==> src/rtl/boa_pkg.sv <==
// Shared types and constants for the boa_pmp_guard memory-access guard.
package boa_pkg;

    typedef enum logic [1:0] {
        LOAD  = 2'd0,
        STORE = 2'd1,
        FETCH = 2'd2
    } boa_guard_kind_t;

    typedef enum logic [1:0] {
        IDLE  = 2'd0,
        CHECK = 2'd1,
        BUS   = 2'd2,
        RESP  = 2'd3
    } boa_guard_state_t;

    localparam logic [3:0] RV_EXC_INSTR_MISALIGNED    = 4'd0;
    localparam logic [3:0] RV_EXC_INSTR_ACCESS_FAULT  = 4'd1;
    localparam logic [3:0] RV_EXC_LOAD_MISALIGNED     = 4'd4;
    localparam logic [3:0] RV_EXC_LOAD_ACCESS_FAULT   = 4'd5;
    localparam logic [3:0] RV_EXC_STORE_MISALIGNED    = 4'd6;
    localparam logic [3:0] RV_EXC_STORE_ACCESS_FAULT  = 4'd7;

    // The reserved request kind encoding behaves exactly like a load.
    function automatic boa_guard_kind_t decode_kind(input logic [1:0] raw);
        case (raw)
            2'd1:    return STORE;
            2'd2:    return FETCH;
            default: return LOAD;
        endcase
    endfunction

endpackage

==> src/rtl/boa_pmp_guard_perm.sv <==
// Combinational permission/alignment decoder for boa_pmp_guard.
// Optional alignment check enabled by defining BOA_PMP_GUARD_MISALIGN_EN;
// a misaligned access wins over an access fault.
module boa_pmp_guard_perm
    import boa_pkg::*;
(
    input  boa_guard_kind_t kind,
    input  logic [1:0]      size,
    input  logic [1:0]      addr_lo,
    input  logic            r,
    input  logic            w,
    input  logic            x,
    output logic            fault,
    output logic [3:0]      cause
);

    logic granted;
    logic misaligned;

`ifdef BOA_PMP_GUARD_MISALIGN_EN
    // Alignment to the access size; size 3 is never a legal access here.
    always_comb begin
        misaligned = 1'b0;
        case (size)
            2'd0:    misaligned = 1'b0;
            2'd1:    misaligned = addr_lo[0];
            2'd2:    misaligned = |addr_lo;
            default: misaligned = 1'b1;
        endcase
    end
`else
    logic unused_align;
    assign unused_align = ^{size, addr_lo};
    assign misaligned   = 1'b0;
`endif

    // Pick the permission bit the access kind needs and derive the fault cause.
    always_comb begin
        granted = 1'b0;
        fault   = 1'b0;
        cause   = 4'd0;
        case (kind)
            STORE:   granted = w;
            FETCH:   granted = x;
            default: granted = r;
        endcase
        if (misaligned) begin
            fault = 1'b1;
            case (kind)
                STORE:   cause = RV_EXC_STORE_MISALIGNED;
                FETCH:   cause = RV_EXC_INSTR_MISALIGNED;
                default: cause = RV_EXC_LOAD_MISALIGNED;
            endcase
        end else if (!granted) begin
            fault = 1'b1;
            case (kind)
                STORE:   cause = RV_EXC_STORE_ACCESS_FAULT;
                FETCH:   cause = RV_EXC_INSTR_ACCESS_FAULT;
                default: cause = RV_EXC_LOAD_ACCESS_FAULT;
            endcase
        end
    end

endmodule

==> src/rtl/boa_pmp_guard.sv <==
// Memory-access guard in front of boa_pmp: checks one request against the
// PMP checker, then either forwards it to the bus or returns an access fault.
// Optional alignment check enabled by defining BOA_PMP_GUARD_MISALIGN_EN.
module boa_pmp_guard
    import boa_pkg::*;
#(
    parameter int FAULT_CNT_W = 16
) (
    input  logic                   clk,
    input  logic                   rst,
    input  logic                   req_valid,
    output logic                   req_ready,
    input  logic [31:0]            req_addr,
    input  logic [1:0]             req_kind,
    input  logic [1:0]             req_size,
    input  logic                   req_m_mode,
    input  logic [31:0]            req_wdata,
    output logic [29:0]            pmp_addr,
    output logic                   pmp_m_mode,
    input  logic                   pmp_r,
    input  logic                   pmp_w,
    input  logic                   pmp_x,
    output logic                   bus_valid,
    input  logic                   bus_ready,
    output logic [31:0]            bus_addr,
    output logic                   bus_we,
    output logic [31:0]            bus_wdata,
    input  logic [31:0]            bus_rdata,
    output logic                   rsp_valid,
    output logic [31:0]            rsp_rdata,
    output logic                   rsp_fault,
    output logic [3:0]             rsp_cause,
    output logic [31:0]            rsp_tval,
    output logic [FAULT_CNT_W-1:0] fault_cnt
);

    boa_guard_state_t state;
    boa_guard_state_t state_next;

    logic [31:0]     addr_q;
    boa_guard_kind_t kind_q;
    logic [1:0]      size_q;
    logic            m_mode_q;
    logic [31:0]     wdata_q;
    logic            fault_q;
    logic [3:0]      cause_q;
    logic [31:0]     rdata_q;
    logic            perm_fault;
    logic [3:0]      perm_cause;

    boa_pmp_guard_perm u_perm (
        .kind    (kind_q),
        .size    (size_q),
        .addr_lo (addr_q[1:0]),
        .r       (pmp_r),
        .w       (pmp_w),
        .x       (pmp_x),
        .fault   (perm_fault),
        .cause   (perm_cause)
    );

    assign pmp_addr   = addr_q[31:2];
    assign pmp_m_mode = m_mode_q;
    assign bus_addr   = addr_q;
    assign bus_wdata  = wdata_q;

    // State register; reset drops back to IDLE at once, abandoning any bus transfer.
    always_ff @(posedge clk or posedge rst) begin
        if (rst) begin
            state <= IDLE;
        end else begin
            state <= state_next;
        end
    end

    // Next state and handshake/response outputs; response fields read zero outside RESP.
    always_comb begin
        state_next = state;
        req_ready  = 1'b0;
        bus_valid  = 1'b0;
        bus_we     = 1'b0;
        rsp_valid  = 1'b0;
        rsp_fault  = 1'b0;
        rsp_cause  = 4'd0;
        rsp_tval   = 32'd0;
        rsp_rdata  = 32'd0;
        case (state)
            IDLE: begin
                req_ready = !rst;
                if (req_valid) begin
                    state_next = CHECK;
                end
            end
            CHECK: begin
                state_next = perm_fault ? RESP : BUS;
            end
            BUS: begin
                bus_valid = 1'b1;
                bus_we    = (kind_q == STORE);
                if (bus_ready) begin
                    state_next = RESP;
                end
            end
            RESP: begin
                rsp_valid  = 1'b1;
                rsp_fault  = fault_q;
                rsp_cause  = fault_q ? cause_q : 4'd0;
                rsp_tval   = fault_q ? addr_q : 32'd0;
                rsp_rdata  = rdata_q;
                state_next = IDLE;
            end
            default: state_next = IDLE;
        endcase
    end

    // Capture the request on accept, the check result in CHECK and read data on bus completion.
    always_ff @(posedge clk or posedge rst) begin
        if (rst) begin
            addr_q   <= 32'd0;
            kind_q   <= LOAD;
            size_q   <= 2'd0;
            m_mode_q <= 1'b0;
            wdata_q  <= 32'd0;
            fault_q  <= 1'b0;
            cause_q  <= 4'd0;
            rdata_q  <= 32'd0;
        end else begin
            if (state == IDLE && req_valid) begin
                addr_q   <= req_addr;
                kind_q   <= decode_kind(req_kind);
                size_q   <= req_size;
                m_mode_q <= req_m_mode;
                wdata_q  <= req_wdata;
            end
            if (state == CHECK) begin
                fault_q <= perm_fault;
                cause_q <= perm_cause;
                rdata_q <= 32'd0;
            end
            if (state == BUS && bus_ready) begin
                rdata_q <= (kind_q == STORE) ? 32'd0 : bus_rdata;
            end
        end
    end

    // Saturating count of fault responses.
    always_ff @(posedge clk or posedge rst) begin
        if (rst) begin
            fault_cnt <= '0;
        end else if (state == RESP && fault_q && fault_cnt != '1) begin
            fault_cnt <= fault_cnt + FAULT_CNT_W'(1);
        end
    end

endmodule

==> config.mk <==
export PLATFORM = sky130hd
export DESIGN_NAME = boa_pmp_guard
export DESIGN_NICKNAME = d
export VERILOG_FILES = /design/src/rtl/boa_pkg.sv /design/src/rtl/boa_pmp_guard_perm.sv /design/src/rtl/boa_pmp_guard.sv
export SDC_FILE = /design/constraint.sdc
export NUM_CORES = 1
export LEC_CHECK = 0
export BUFFER_PORTS_ARGS = -buffer_cell sky130_fd_sc_hd__buf_2
export CORE_MARGIN = 3
export CORE_UTILIZATION = 45
export DETAILED_ROUTE_END_ITERATION = 8
export GPL_TIMING_DRIVEN = 0
export PLACE_DENSITY_LB_ADDON = 0.15
export REMOVE_ABC_BUFFERS = 1
export SYNTH_ARGS = -nofsm -noshare
export SYNTH_HDL_FRONTEND = slang
export SYNTH_SLANG_ARGS = --single-unit
==> constraint.sdc <==
create_clock -name clk -period 4.6 [get_ports clk]
set_input_delay 0.23 -clock clk [delete_from_list [all_inputs] [get_ports clk]]
set_output_delay 0.23 -clock clk [all_outputs]
set_load 0.005 [all_outputs]
==> results.ini <==
[run_status]
status=finished clean

[synthesis]
synth_edf_count=0
yosysWarnings=0
netlist_area_mm2=0.005473
synth_top_flop_cell=dfrtp_1
synth-seq-area-share_pct=54.87
synth.distinct_cells=41
synth_area_leaders=dfrtp_1 (55%), mux2_2 (14%), a22o_1 (5.1%), buf_4 (4.4%), and3_1 (4.2%)
yosys.area.top_type=dfrtp_1
syn_avg_cell_area_um2=12.41
ys_ff_latch=120
netlist_instances=441
synth_top_area_share_pct=54.87
async_flop_share_pct=100.0

[pwr]
switchingPower_mw=1.634
p_per_area_mw_per_mm2=688.0
totalPowerFinal_mw=5.174
leakagePower_nw=4.166
seqPwrFrac_pct=36.6
clock_power_share_pct=28.4
ir_drop_uv=362.8
p_int_mw=3.540
pwr-share-comb_pct=35.0
sw_frac_of_total_pct=31.58

[hold_path]
min_path_type=primary input to flip-flop
hold_path.startpoint=bus_rdata[30]
holdPathStages=2
holdPathEnd=rdata_q[30]

[sta]
relSlewSlack_pct=40.81
setup_viol=0
clock.fmax_mhz=443.1
holdWs_ns=0.04530
period_share_pct=49.06
rsz0062_at_grt=no
hold_viol=0
worstMarginPinSlew_ns=0.8878
drv_slew=0
setup_tns_ns=0
fin_skew_ns=0.005823
finalCriticalPeriod_ns=2.257

[die]
start_util_pct=46.93
die_x_um=116.3
die_h_um=116.3
ios=292
rows=39
core_mm2=0.01166
dieArea_mm2=0.01352

[critical_path]
crit_chain=nand2_1 -> inv_1 -> buf_2
ff2ff_path_depth=4
reg2reg_setup_slack_ns=2.35
cpMaxStageDelayCell=dfrtp_1
cp_max_fo=36
cp.required_ns=4.37
max_stage_delay_ns=0.91
worst_ep_arrival_time_ns=2.03
r2r_end=fault_cnt[10]
end_kind=output pin
crit_type=flip-flop to output pin
cp-start-kind=flip-flop
r2r-start=cause_q[0]

[grt]
grt.total_usage_pct=20.36
grt_max_degree=70
grt-ovfl-total=0
grt_pass1_vias=4128
grt_antenna_before_repair=0
grt_pass1_wl_mm=21.27

[cts]
postCtsHoldBufs=1
post-cts-setup-buffers=0
clock_path_buffers=2
clkTransAtPathRegs_ns=0.05
cts.sinks=120
cts_tree=built
h-tree-depth=4
cts_resized=0
numCtsBuffers=17
clk_latency_ns=0.41
clockRootBuffer=clkbuf_16

[cells_and_area]
final_util_pct=64.48
area_growth_pct=37.40
final_cells=852
drive_gt1_share_pct=55.85
fillers=936
nets=814
n_antenna_cell=0

[detailed_routing]
routedWlPerCell_um=16.79
via_per_inst=4.981
wirelength_mm=14.30
ant_nets=0
detail_route.first_pass.iterations=4
drc=0
vias=4244
drtIter0Drc=230

[placed_design]
dp_hpwl_mm=10.40
place_inst=819
gp_congestion=0.7770
io_buffers=288

[run]
maxCapViolCount=0

-- layout make-up --
class / count / area, um2 / area share (%)
Inverter: 9 / 38.79 / 0.5158
Sequential cell: 120 / 3003 / 39.93
Multi-Input combinational cell: 255 / 2101 / 27.94
Clock inverter: 8 / 165.2 / 2.196
Tap cell: 143 / 178.9 / 2.379
Clock buffer: 24 / 491.7 / 6.539
Timing Repair Buffer: 293 / 1541 / 20.50
-- metrics by stage --
step / worst slack [ns] / instance area [um2]
6_report: 2.343 / 7520
5_1_grt: 2.120 / 7520
4_1_cts: 2.225 / 7520
3_5_place_dp: 2.283 / 6853
3_3_place_gp: -0.1557 / 6741
2_1_floorplan: 1.184 / 5121
-- layer usage --
layer / up-vias / GRT usage [%] / wire [um]
li1: 2033 / - / -
met2: 159 / 35.09 / 7440
met3: 15 / 5.389 / 972
met5: - / 0 / 0
met4: 0 / 6.497 / 187
met1: 2037 / 24.99 / 5702
-- flip-flops by register name, indices dropped and copies added (netlist names) --
| register | flops |
|---|---|
| bus_addr | 32 |
| bus_wdata | 32 |
| cause_q | 3 |
| fault_cnt | 16 |
| kind_q | 2 |
| pmp_m_mode | 1 |
| rdata_q | 32 |
| state | 2 |
-- cell usage in the layout, fill, tap and decap left out, types with 4 or more instances in the layout --
master / count
and3_1: 37
buf_2: 288
clkbuf_8: 4
xnor2_1: 7
nand3_1: 4
mux2_2: 66
dfrtp_1: 120
bufinv_16: 5
xor2_1: 5
o21ai_0: 6
ha_1: 9
and2_1: 33
clkbuf_16: 17
a22o_1: 32
nor2_1: 4
inv_1: 8
nand2_1: 12
a21oi_1: 4
nand4_1: 6
-- cell usage after synthesis, types with 7 or more instances --
master and count:
a22o_1 32, and2_1 33, and3_1 37, buf_4 32, clkbuf_1 16, dfrtp_1 120, ha_1 10, inv_1 9
mux2_2 66, nand2_1 13, xnor2_1 7
-- power groups by stage --
stage          Clock, mW  Sequential (mW)  Combinational [mW]
2_1_floorplan          0             1.88               0.895
3_3_place_gp           0             1.87                1.77
3_5_place_dp           0             1.91                1.84
4_1_cts             1.50             1.90                1.85
5_1_grt             1.55             1.97                2.01
6_report            1.47             1.89                1.81
-- cells by family after synthesis --
| logic type | Yosys count | synth area share [%] |
|---|---|---|
| other | 1 | 0.06852 |
| and+or+nand+nor | 108 | 11.84 |
| muxes | 67 | 13.85 |
| xor gates and xnor gates | 12 | 1.920 |
| AOI/OAI and AO/OA | 57 | 8.116 |
| adders and majority gates | 10 | 2.286 |
| DFF | 120 | 54.87 |
| buffers and inverters | 66 | 7.042 |
-- critical path: cells and delay by family (launching register included) --
kind | cells | cell delay [ns]
buf+inv | 2 | 0.33
flops | 1 | 0.91
simple gates | 1 | 0.38
-- worst max-delay path by stage --
stage	slack, ns	start	cells past startpoint	endpoint
final	2.34	cause_q[0]	3	rsp_cause[0]
after global routing	2.12	cause_q[0]	4	fault_cnt[10]
after CTS	2.22	cause_q[0]	3	rsp_cause[0]
after detailed placement	2.28	cause_q[0]	4	fault_cnt[10]
after global placement	-0.16	rst	2	bus_addr[10]
after floorplan	1.18	rst	1	bus_addr[0]
Note: power is estimated with default switching activity, not from simulation.
